[src/rtl/mem_addr_arb.sv]
// Memory address source selector: grants one of NCH requesters at a time and holds
// its address registered on the memory bus until mem_ready. Optional macro ARB_FIXED_PRIO_EN.
module mem_addr_arb #(
    parameter int WIDTH = 12,
    parameter int NCH   = 2
) (
    input  logic                 clk,
    input  logic                 rst,
    input  logic [NCH-1:0]       req,
    input  logic [NCH*WIDTH-1:0] addr_in,
    input  logic                 mem_ready,
    output logic [WIDTH-1:0]     addr_out,
    output logic                 mem_valid,
    output logic [NCH-1:0]       grant,
    output logic [NCH-1:0]       done,
    output logic                 busy
);

    localparam int            PW   = (NCH > 1) ? $clog2(NCH) : 1;
    localparam logic [PW-1:0] LAST = PW'(NCH - 1);

    localparam logic [0:0] IDLE = 1'b0;
    localparam logic [0:0] BUSY = 1'b1;

    logic [0:0]       state_r;
    logic [NCH-1:0]   eligible_s;
    logic [NCH-1:0]   win_onehot_s;
    logic             win_found_s;
    logic [PW-1:0]    win_idx_s;
    logic [WIDTH-1:0] win_addr_s;
`ifndef ARB_FIXED_PRIO_EN
    logic [PW-1:0]    ptr_r;
    logic [PW-1:0]    owner_r;
    logic [PW-1:0]    cand_s;
`endif

    // Winner search; a channel pulsing done this cycle is not eligible.
    always_comb begin
        eligible_s  = req & ~done;
        win_found_s = 1'b0;
        win_idx_s   = '0;
`ifdef ARB_FIXED_PRIO_EN
        for (int i = 0; i < NCH; i++) begin
            if (!win_found_s && eligible_s[i]) begin
                win_found_s = 1'b1;
                win_idx_s   = PW'(i);
            end else begin
                win_found_s = win_found_s;
            end
        end
`else
        // Walk ptr, ptr+1, ... with an explicit wrap so non-power-of-two NCH works.
        cand_s = ptr_r;
        for (int k = 0; k < NCH; k++) begin
            if (!win_found_s && eligible_s[cand_s]) begin
                win_found_s = 1'b1;
                win_idx_s   = cand_s;
            end else begin
                win_found_s = win_found_s;
            end
            if (cand_s == LAST) begin
                cand_s = '0;
            end else begin
                cand_s = cand_s + 1'b1;
            end
        end
`endif
    end

    // Address mux and one-hot grant for the winning channel.
    always_comb begin
        win_addr_s   = '0;
        win_onehot_s = '0;
        for (int i = 0; i < NCH; i++) begin
            if (win_found_s && (win_idx_s == PW'(i))) begin
                win_addr_s      = addr_in[i*WIDTH +: WIDTH];
                win_onehot_s[i] = 1'b1;
            end else begin
                win_onehot_s[i] = 1'b0;
            end
        end
    end

    // Access FSM; all bus-side outputs are registered here.
    always_ff @(posedge clk or posedge rst) begin
        if (rst) begin
            state_r   <= IDLE;
            addr_out  <= '0;
            mem_valid <= 1'b0;
            grant     <= '0;
            done      <= '0;
            busy      <= 1'b0;
`ifndef ARB_FIXED_PRIO_EN
            ptr_r     <= '0;
            owner_r   <= '0;
`endif
        end else begin
            case (state_r)
                IDLE: begin
                    done <= '0;
                    if (win_found_s) begin
                        addr_out  <= win_addr_s;
                        grant     <= win_onehot_s;
                        mem_valid <= 1'b1;
                        busy      <= 1'b1;
                        state_r   <= BUSY;
`ifndef ARB_FIXED_PRIO_EN
                        owner_r   <= win_idx_s;
`endif
                    end else begin
                        state_r <= IDLE;
                    end
                end
                BUSY: begin
                    // Inputs are ignored here; only mem_ready ends the access.
                    if (mem_ready) begin
                        done      <= grant;
                        grant     <= '0;
                        addr_out  <= '0;
                        mem_valid <= 1'b0;
                        busy      <= 1'b0;
                        state_r   <= IDLE;
`ifndef ARB_FIXED_PRIO_EN
                        ptr_r     <= (owner_r == LAST) ? '0 : owner_r + 1'b1;
`endif
                    end else begin
                        done <= '0;
                    end
                end
                default: begin
                    state_r   <= IDLE;
                    grant     <= '0;
                    done      <= '0;
                    mem_valid <= 1'b0;
                    busy      <= 1'b0;
                end
            endcase
        end
    end

endmodule

[config.mk]
export PLATFORM = sky130hd
export DESIGN_NAME = mem_addr_arb
export DESIGN_NICKNAME = d
export VERILOG_FILES = /design/src/rtl/mem_addr_arb.sv
export SDC_FILE = /design/constraint.sdc
export NUM_CORES = 1
export LEC_CHECK = 0
export CORE_MARGIN = 2
export CORE_UTILIZATION = 35
export CTS_CLUSTER_SIZE = 30
export DETAILED_ROUTE_END_ITERATION = 10
export PLACE_DENSITY = 0.71
export RECOVER_POWER = 25
export SLEW_MARGIN = 20
export SYNTH_ARGS = -nofsm -noshare
export SYNTH_HDL_FRONTEND = slang
export SYNTH_SLANG_ARGS = --single-unit
[constraint.sdc]
create_clock -name clk -period 4.2 [get_ports clk]
set_input_delay 0.42 -clock clk [delete_from_list [all_inputs] [get_ports clk]]
set_output_delay 0.42 -clock clk [all_outputs]
set_load 0.01 [all_outputs]
# Yosys cells after proc, flatten, opt, wreduce, memory -nomap -nowiden

Index checks and enable logic that the tools add are counted.

Register bits after elaboration: 20
Latch bits: 0
Memory bits (writable): 0
Memory bits (read-only): 0
Input bits: 29
Output and inout bits: 18
Logic and storage cells: 52
Memories kept: 0

Add/sub/neg operators: 2
$mul: 0
Divide/modulo/power cells: 0
Order comparisons: 2
Eq/ne operators: 2
Shift operators: 0
Multiplexer cells: 28
Bitwise logic cells: 4
Reduce and logical (&&, ||, !) cells: 7

Operators by type and width:

| operator                                                                      | count |
|---|---|
| 12-bit two-way mux                                                            | 4 |
| 12-bit case mux with 2 select lines                                           | 1 |
| 1-bit two-way mux                                                             | 16 |
| 2-bit case mux with 2 select lines                                            | 2 |
| 2-bit two-way mux                                                             | 3 |
| 2-bit AND reduction                                                           | 3 |
| 1-bit by 2-bit less-than comparator with 1-bit output (second input constant) | 2 |
| 2-bit != test (second input constant)                                         | 2 |
| 1-bit case mux with 2 select lines                                            | 2 |
| 1-bit logical AND                                                             | 3 |
| 1-bit adder (second input constant)                                           | 2 |
| 2-bit bitwise AND                                                             | 1 |
| 1-bit inverter                                                                | 2 |
| 2-bit inverter                                                                | 1 |
| 1-bit logical NOT                                                             | 1 |

# Longest topological paths before layout

Gate-level depths: netlist (run 1).

Word-level depth: 14
Mapped depth: 4
Gate-level depth less buffers: 3

# Worst setup path before layout (run 1)

Ideal clock, no wire load.

Kind: register to register
Start point: register done[0]
End point: register addr_out[0]
Setup time: 0.126 ns
Arrival: 1.458 ns
Required time: 4.074 ns
Path slack: 2.616 ns
Stages on the path, launching flop included: 5
Path buffers: 1
Clock period less this slack: 1.584 ns
Cells stage by stage: dfrtp_1 -> or3b_4 -> buf_6 -> a32o_1 -> a221o_1

Cells in the longest elaborated chain, start to end: 14
Elaborated cells on any way between the ends: 21
Classes of those cells: eq/ne: 1; mux: 12; bitwise: 3; reduce/logical: 5

Ends and longest elaborated chain:

| item                                                  | RTL line | text |
|---|---|---|
| start, declared                                       | 15       | `output logic [NCH-1:0] done,` |
| start signal, assigned                                | 117      | `done <= grant;` |
| 2-bit inverter (*)                                    | 39       | `eligible_s = req & ~done;` |
| 2-bit bitwise AND (*)                                 | 39       |  |
| 1-bit two-way mux (implied by the code) (2 in series) | 55       | `if (!win_found_s && eligible_s[cand_s]) begin` |
| 1-bit two-way mux                                     | 55       |  |
| 1-bit logical NOT                                     | 55       |  |
| 1-bit logical AND                                     | 55       |  |
| 1-bit two-way mux                                     | 55       |  |
| 1-bit inverter                                        | 75       | `if (win_found_s && (win_idx_s == PW'(i))) begin` |
| 1-bit logical AND                                     | 75       |  |
| 12-bit two-way mux (2 in series)                      | 75       |  |
| 12-bit two-way mux                                    | 101      | `if (win_found_s) begin` |
| 12-bit case mux with 2 select lines                   | 98       | `case (state_r)` |
| end signal, assigned                                  | 102      | `addr_out <= win_addr_s;` |
| end, declared                                         | 12       | `output logic [WIDTH-1:0] addr_out,` |

Mark *: on every way between the ends. The rest lies on a longest branch, timed or not. The select of a mux whose other input is x is not followed.
A chain may end at the register's enable or synchronous reset.

# Final worst setup path (run 1)

Start point: input port req[1]
End point: register addr_out[5]

Cells in the longest elaborated chain, start to end: 13
Elaborated cells on any way between the ends: 20
Classes of those cells: eq/ne: 1; mux: 12; bitwise: 2; reduce/logical: 5

Ends and longest elaborated chain:

| item                                                  | RTL line | text |
|---|---|---|
| start, declared                                       | 9        | `input logic [NCH-1:0] req,` |
| 2-bit bitwise AND (*)                                 | 39       |  |
| 1-bit two-way mux (implied by the code) (2 in series) | 55       |  |
| 1-bit two-way mux                                     | 55       |  |
| 1-bit logical NOT                                     | 55       |  |
| 1-bit logical AND                                     | 55       |  |
| 1-bit two-way mux                                     | 55       |  |
| 1-bit inverter                                        | 75       |  |
| 1-bit logical AND                                     | 75       |  |
| 12-bit two-way mux (2 in series)                      | 75       |  |
| 12-bit two-way mux                                    | 101      |  |
| 12-bit case mux with 2 select lines                   | 98       |  |

Marks and branches as above.

==> flow_metrics.tcl, run 1 <==
set metrics [dict create \
    cts.path.max_buffers 2 \
    cts.repair.resized 0 \
    critical_path.cell_chain "clkdlybuf4s50_1 -> nor2b_1 -> a2111oi_4 -> a221o_1" \
    root_buffer "clkbuf_4" \
    arrival_ps 2140 \
    synthMuxAreaShare_pct 0 \
    grt_first_pass_wirelength_um 4160 \
    antenna_found_initial 0 \
    drive_above_1_share_pct 8.55 \
    drtAntennaViolNets 0 \
    synth.distinct_cells 24 \
    drt-total-wl_um 2540 \
    post_cts_buffers 0 \
    wire_per_inst_um 17.2 \
    dp_hpwl_um 1820 \
    dp_slack_ps 1980 \
    reg2regPathDepth 2 \
    drt_iter0_markers 13 \
    hold_depth 1 \
    gp_congestion 0.682 \
    end_kind "flip-flop" \
    post_synth.cell_area_avg_um2 13.3 \
    post-route-drc-count 0 \
    port_buffers 46 \
    power_mw 0.607 \
    grt_overflow_total 0 \
    cts_buffers 3 \
    worstSetupStartpointType "input port" \
    core-area_mm2 0.00269 \
    setup_viol 0 \
    synth_seq_cells 20 \
    design_area_mm2 0.00146 \
    hp-start "owner_r" \
    synth-xor-area-share_pct 0 \
    dr.pass1.iters 4 \
    peakVddDrop_mv 0.219 \
    min_path_type "flip-flop to flip-flop" \
    cts_tree "yes" \
    layout_common_cells "clkdlybuf4s50_1, dfrtp_1, a32o_1, a221o_1, clkbuf_4" \
    worstSkewPairLatency_ps 310 \
    synth_fa_ha_area_share_pct 0 \
    synth_top_family_by_area "compound AO/OA/AOI/OAI gates" \
    cts_hold_buf 0 \
    cts_num_sinks 20 \
    vias_per_cell 5.76 \
    rows 19 \
    vias 852 \
    finalCritPeriodShare_pct 44.8 \
    setup_slack_ps 2320 \
    critical_path_class "input port to flip-flop" \
    rr_startpoint "state_r" \
    finalHoldViolations 0 \
    io_pins 47 \
    fin_crit_ps 1880 \
    ys_seq_area_share_pct 51.6 \
    grt_pass1_vias 931 \
    worstPathMaxFanout 14 \
    p_leak_nw 0.606 \
    syn_area_um2 970 \
    relSlewSlack_pct 34.4 \
    hold_ws_ps 487 \
    fp.dieW_um 56.6 \
    dieArea_mm2 0.00321 \
    max_stage_delay_ps 810 \
    final_common_cell "clkdlybuf4s50_1" \
    tns_ps 0 \
    finClkSkew_ps 7.19 \
    cap_violations 0 \
    tightest_slew_ps 978 \
    start_util_pct 36.1 \
    powerDensity_mw_per_mm2 416 \
    rsz0062_at_grt "no" \
    synth_compound_area_share_pct 33.2 \
    nets 147 \
    syn_to_final_growth_pct 50.5 \
    fmaxAchievable_ghz 0.532 \
    diodes 0 \
    grtUsageTotal_pct 17.1 \
    clk_pin_slew_ps 120 \
    synth_warnings 0 \
    synth_fp_nets 102 \
    dp_cells 144 \
    slew_viol_final 0 \
    rr_endpoint "addr_out[5]" \
    min_to "ptr_r" \
    post-route-util_pct 54.3 \
    grt_max_degree 21 \
    status "finished, final reports clean" \
    die_h_um 56.6 \
    reg2reg_slack_ps 2490 \
    synth-simple-area-share_pct 9.68 \
    cp_slowest_cell "a2111oi_4" \
    cp.required_ps 4460 \
    h-tree-depth 1 \
    placed_area_mm2 0.00142 \
    syn_inst 73 \
    stdcell_count 148 \
]
area by class of cell:
class                      count  area (µm²)
tap                           31        38.8
multi-input combinational     45         415
inverter                       2        7.51
timing repair buffer          46         460
sequential                    20         500
fill                         261        1230
clock buffer                   4        36.3
critical path: cells and delay by family:
family          cells  cell delay (ps)
compound gates      2             1100
simple gates        1              190
buf+inv             1              420
per-layer routing:
metal | up-vias | wire [µm] | part of all wire (%) | GRT usage (%)
met5 | - | 0 | 0 | 0
met4 | 0 | 48 | 1.9 | 7.14
met3 | 6 | 180 | 7.1 | 4.84
met2 | 39 | 1240 | 49 | 28.4
met1 | 418 | 1070 | 42 | 20.7
li1 | 389 | - | - | -
flip-flops by register name, summed over array words and instances (netlist names):
| signal | cells |
|---|---|
| addr_out | 12 |
| done | 2 |
| grant | 2 |
| busy | 1 |
| owner_r | 1 |
| ptr_r | 1 |
| state_r | 1 |
synth_stat cells, drive strengths merged:
master    n  area share (%)
buf       6             4.8
a221o    12              12
nor2b     2             1.3
dfrtp    20              52
nor3b     1             1.9
o21ba     1             1.0
a21o      1            0.77
and3      2             1.3
nand2     2            0.77
o21a      1            0.77
or3b      1             1.2
a2111oi   1             2.8
nor2      2            0.77
a32o     12              12
a211o     1            0.90
a21oi     1            0.52
and2b     1            0.77
a22o      1             1.0
o21ai     1            0.52
nor3      1             1.0
inv       2            0.77
and2      1            0.65
kinds of logic (layout without fill, tap and decap cells):
kind of cell,after synthesis,after routing
buffers and inverters,8,52
flip-flops,20,20
AND/OR/NAND/NOR,13,13
AO/OA/AOI/OAI,32,32
report_power, final:
group	switching (mW)	leakage (nW)	internal [mW]
Clock	0.0630	0.0210	0.0530
Sequential	0.0403	0.258	0.233
Combinational	0.0854	0.327	0.131
Total	0.189	0.606	0.418
how the worst max path moves through the flow:
stage / slack, ps / start / cells past startpoint / to
6_report: 2320 / req[1] / 4 / addr_out[5]
5_1_grt: 2230 / req[1] / 4 / addr_out[3]
4_1_cts: 2300 / req[1] / 4 / addr_out[5]
3_5_place_dp: 1980 / req[1] / 4 / addr_out[5]
3_3_place_gp: 2060 / req[1] / 4 / addr_out[8]
2_1_floorplan: 2620 / done[0] / 4 / addr_out[0]
Note: power is estimated with default switching activity, not from simulation.
==> inputs of run 2 (changes only) <==
PLACE_DENSITY = 0.74   (was 0.71)
clock period = 1.55 ns   (was 4.2 ns; I/O delays follow)
==> run 2 against run 1 <==
Wire length up 3.2%. Non-clock buffer count up 13. Sequential cell count unchanged. Register-to-register slack worse by 2500 ps.
==> flow_metrics.tcl, run 2 (synthesized netlist as in run 1, its figures left out) <==
set metrics [dict create \
    clk_pin_slew_ps 110 \
    post-route-util_pct 58.9 \
    critical_path_class "flip-flop to flip-flop" \
    regMostFlops "addr_out" \
    grt_pass1_vias 935 \
    fillCellCount 245 \
    worst-path-buf-inv 0 \
    cts_tree "yes" \
    io_pins 47 \
    cp_slowest_cell "or3b_4" \
    tns_ps 0 \
    worstSkewPairLatency_ps 290 \
    p_leak_nw 0.688 \
    setup_slack_ps 23.3 \
    fin_crit_ps 1530 \
    grtUsageTotal_pct 17.1 \
    dp_cells 157 \
    slew_viol_final 0 \
    dieArea_mm2 0.00321 \
    arrival_ps 1710 \
    dp_hpwl_um 1880 \
    cts_num_sinks 20 \
    status "finished, final reports clean" \
    cp.required_ps 1740 \
    core-area_mm2 0.00269 \
    drtAntennaViolNets 0 \
    powerDensity_mw_per_mm2 1050 \
    layout_common_cells "clkdlybuf4s50_1, dfrtp_1, a32o_1, a221o_1, buf_4" \
    h-tree-depth 1 \
    drive_above_1_share_pct 17.6 \
    port_buffers 46 \
    antenna_found_initial 0 \
    drt-total-wl_um 2620 \
    fmaxAchievable_ghz 0.655 \
    stdcell_count 162 \
    dp_slack_ps -234 \
    syn_to_final_growth_pct 63.2 \
    min_path_type "input port to flip-flop" \
    final_common_cell "clkdlybuf4s50_1" \
    worstSetupStartpointType "flip-flop" \
    vias 912 \
    worstPathMaxFanout 7 \
    cts.path.max_buffers 2 \
    largest_reg_flops 12 \
    die_h_um 56.6 \
    end_kind "flip-flop" \
    dr.pass1.iters 4 \
    cts_buffers 3 \
    top_regs "addr_out (12), done (2), grant (2)" \
    nets 161 \
    reg2reg_slack_ps 20 \
    start_util_pct 36.1 \
    relSlewSlack_pct 30.2 \
    hold_ws_ps 465 \
    max_stage_delay_ps 450 \
    rows 19 \
    cap_violations 0 \
    tightest_slew_ps 1050 \
    root_buffer "clkbuf_4" \
    finClkSkew_ps 3.05 \
    grt_max_degree 21 \
    placed_area_mm2 0.00155 \
    design_area_mm2 0.00158 \
    post-route-drc-count 0 \
    drt_iter0_markers 24 \
    gp_congestion 0.717 \
    diodes 0 \
    setup_viol 0 \
    wire_per_inst_um 16.2 \
    peakVddDrop_mv 0.588 \
    fp.dieW_um 56.6 \
    crit_family "compound AO/OA/AOI/OAI gates" \
    grt_overflow_total 0 \
    finalHoldViolations 0 \
    rsz0062_at_grt "yes" \
    vias_per_cell 5.63 \
    power_mw 1.67 \
    grt_first_pass_wirelength_um 4200 \
    finalCritPeriodShare_pct 98.5 \
    critical_path.cell_chain "or3b_4 -> a32o_1 -> a221o_1" \
]
==> run 2: repair_timing <==
| item | CTS | global route |
|---|---|---|
| cloned | 0 | 1 |
| gates resized for setup | 0 | 2 |
| hold buffers | 0 | 0 |
| buffers inserted | 0 | 0 |
| endpoints found under the setup margin | 1 | 3 |
| pin swaps | 1 | 2 |
==> run 2: where the power goes <==
group / total, mW / switching, mW / internal [mW]
sequential: 0.733 / 0.100 / 0.633
combinational: 0.680 / 0.261 / 0.420
clock: 0.253 / 0.152 / 0.100
total: 1.67 / 0.513 / 1.15
==> run 2: worst reg2reg max path, cell delays in order (launching register included) <==
cell     delay [ps]
dfrtp_2         440
or3b_4          450
a32o_1          270
a221o_1         260
==> run 2: final cells by class <==
class	instances	area (µm²)	area share (%)
Clock buffer	4	26.3	1.66
Inverter	2	7.51	0.474
Multi-Input combinational cell	46	427	27.0
Sequential cell	20	502	31.7
Tap cell	31	38.8	2.45
Timing Repair Buffer	59	582	36.8
==> run 2: path summary, 6_finish.rpt <==
path | from | endpoint | depth (start not counted)
worst max-delay path | done[0] | addr_out[6] | 3
worst min-delay path | addr_in[0] | addr_out[0] | 2
worst max register to register | done[0] | addr_out[6] | 3
worst min register to register | owner_r | ptr_r | 1
min in group asynchronous | rst | addr_out[0] | 3
max in group asynchronous | rst | done[0] | 3
==> run 2: per-layer routing <==
metal | part of all wire [%] | GRT usage [%] | wire length, µm
met5 | 0 | 0 | 0
met2 | 50 | 29.4 | 1320
met1 | 43 | 21.4 | 1130
met4 | 0.61 | 7.14 | 16
met3 | 5.6 | 2.30 | 148
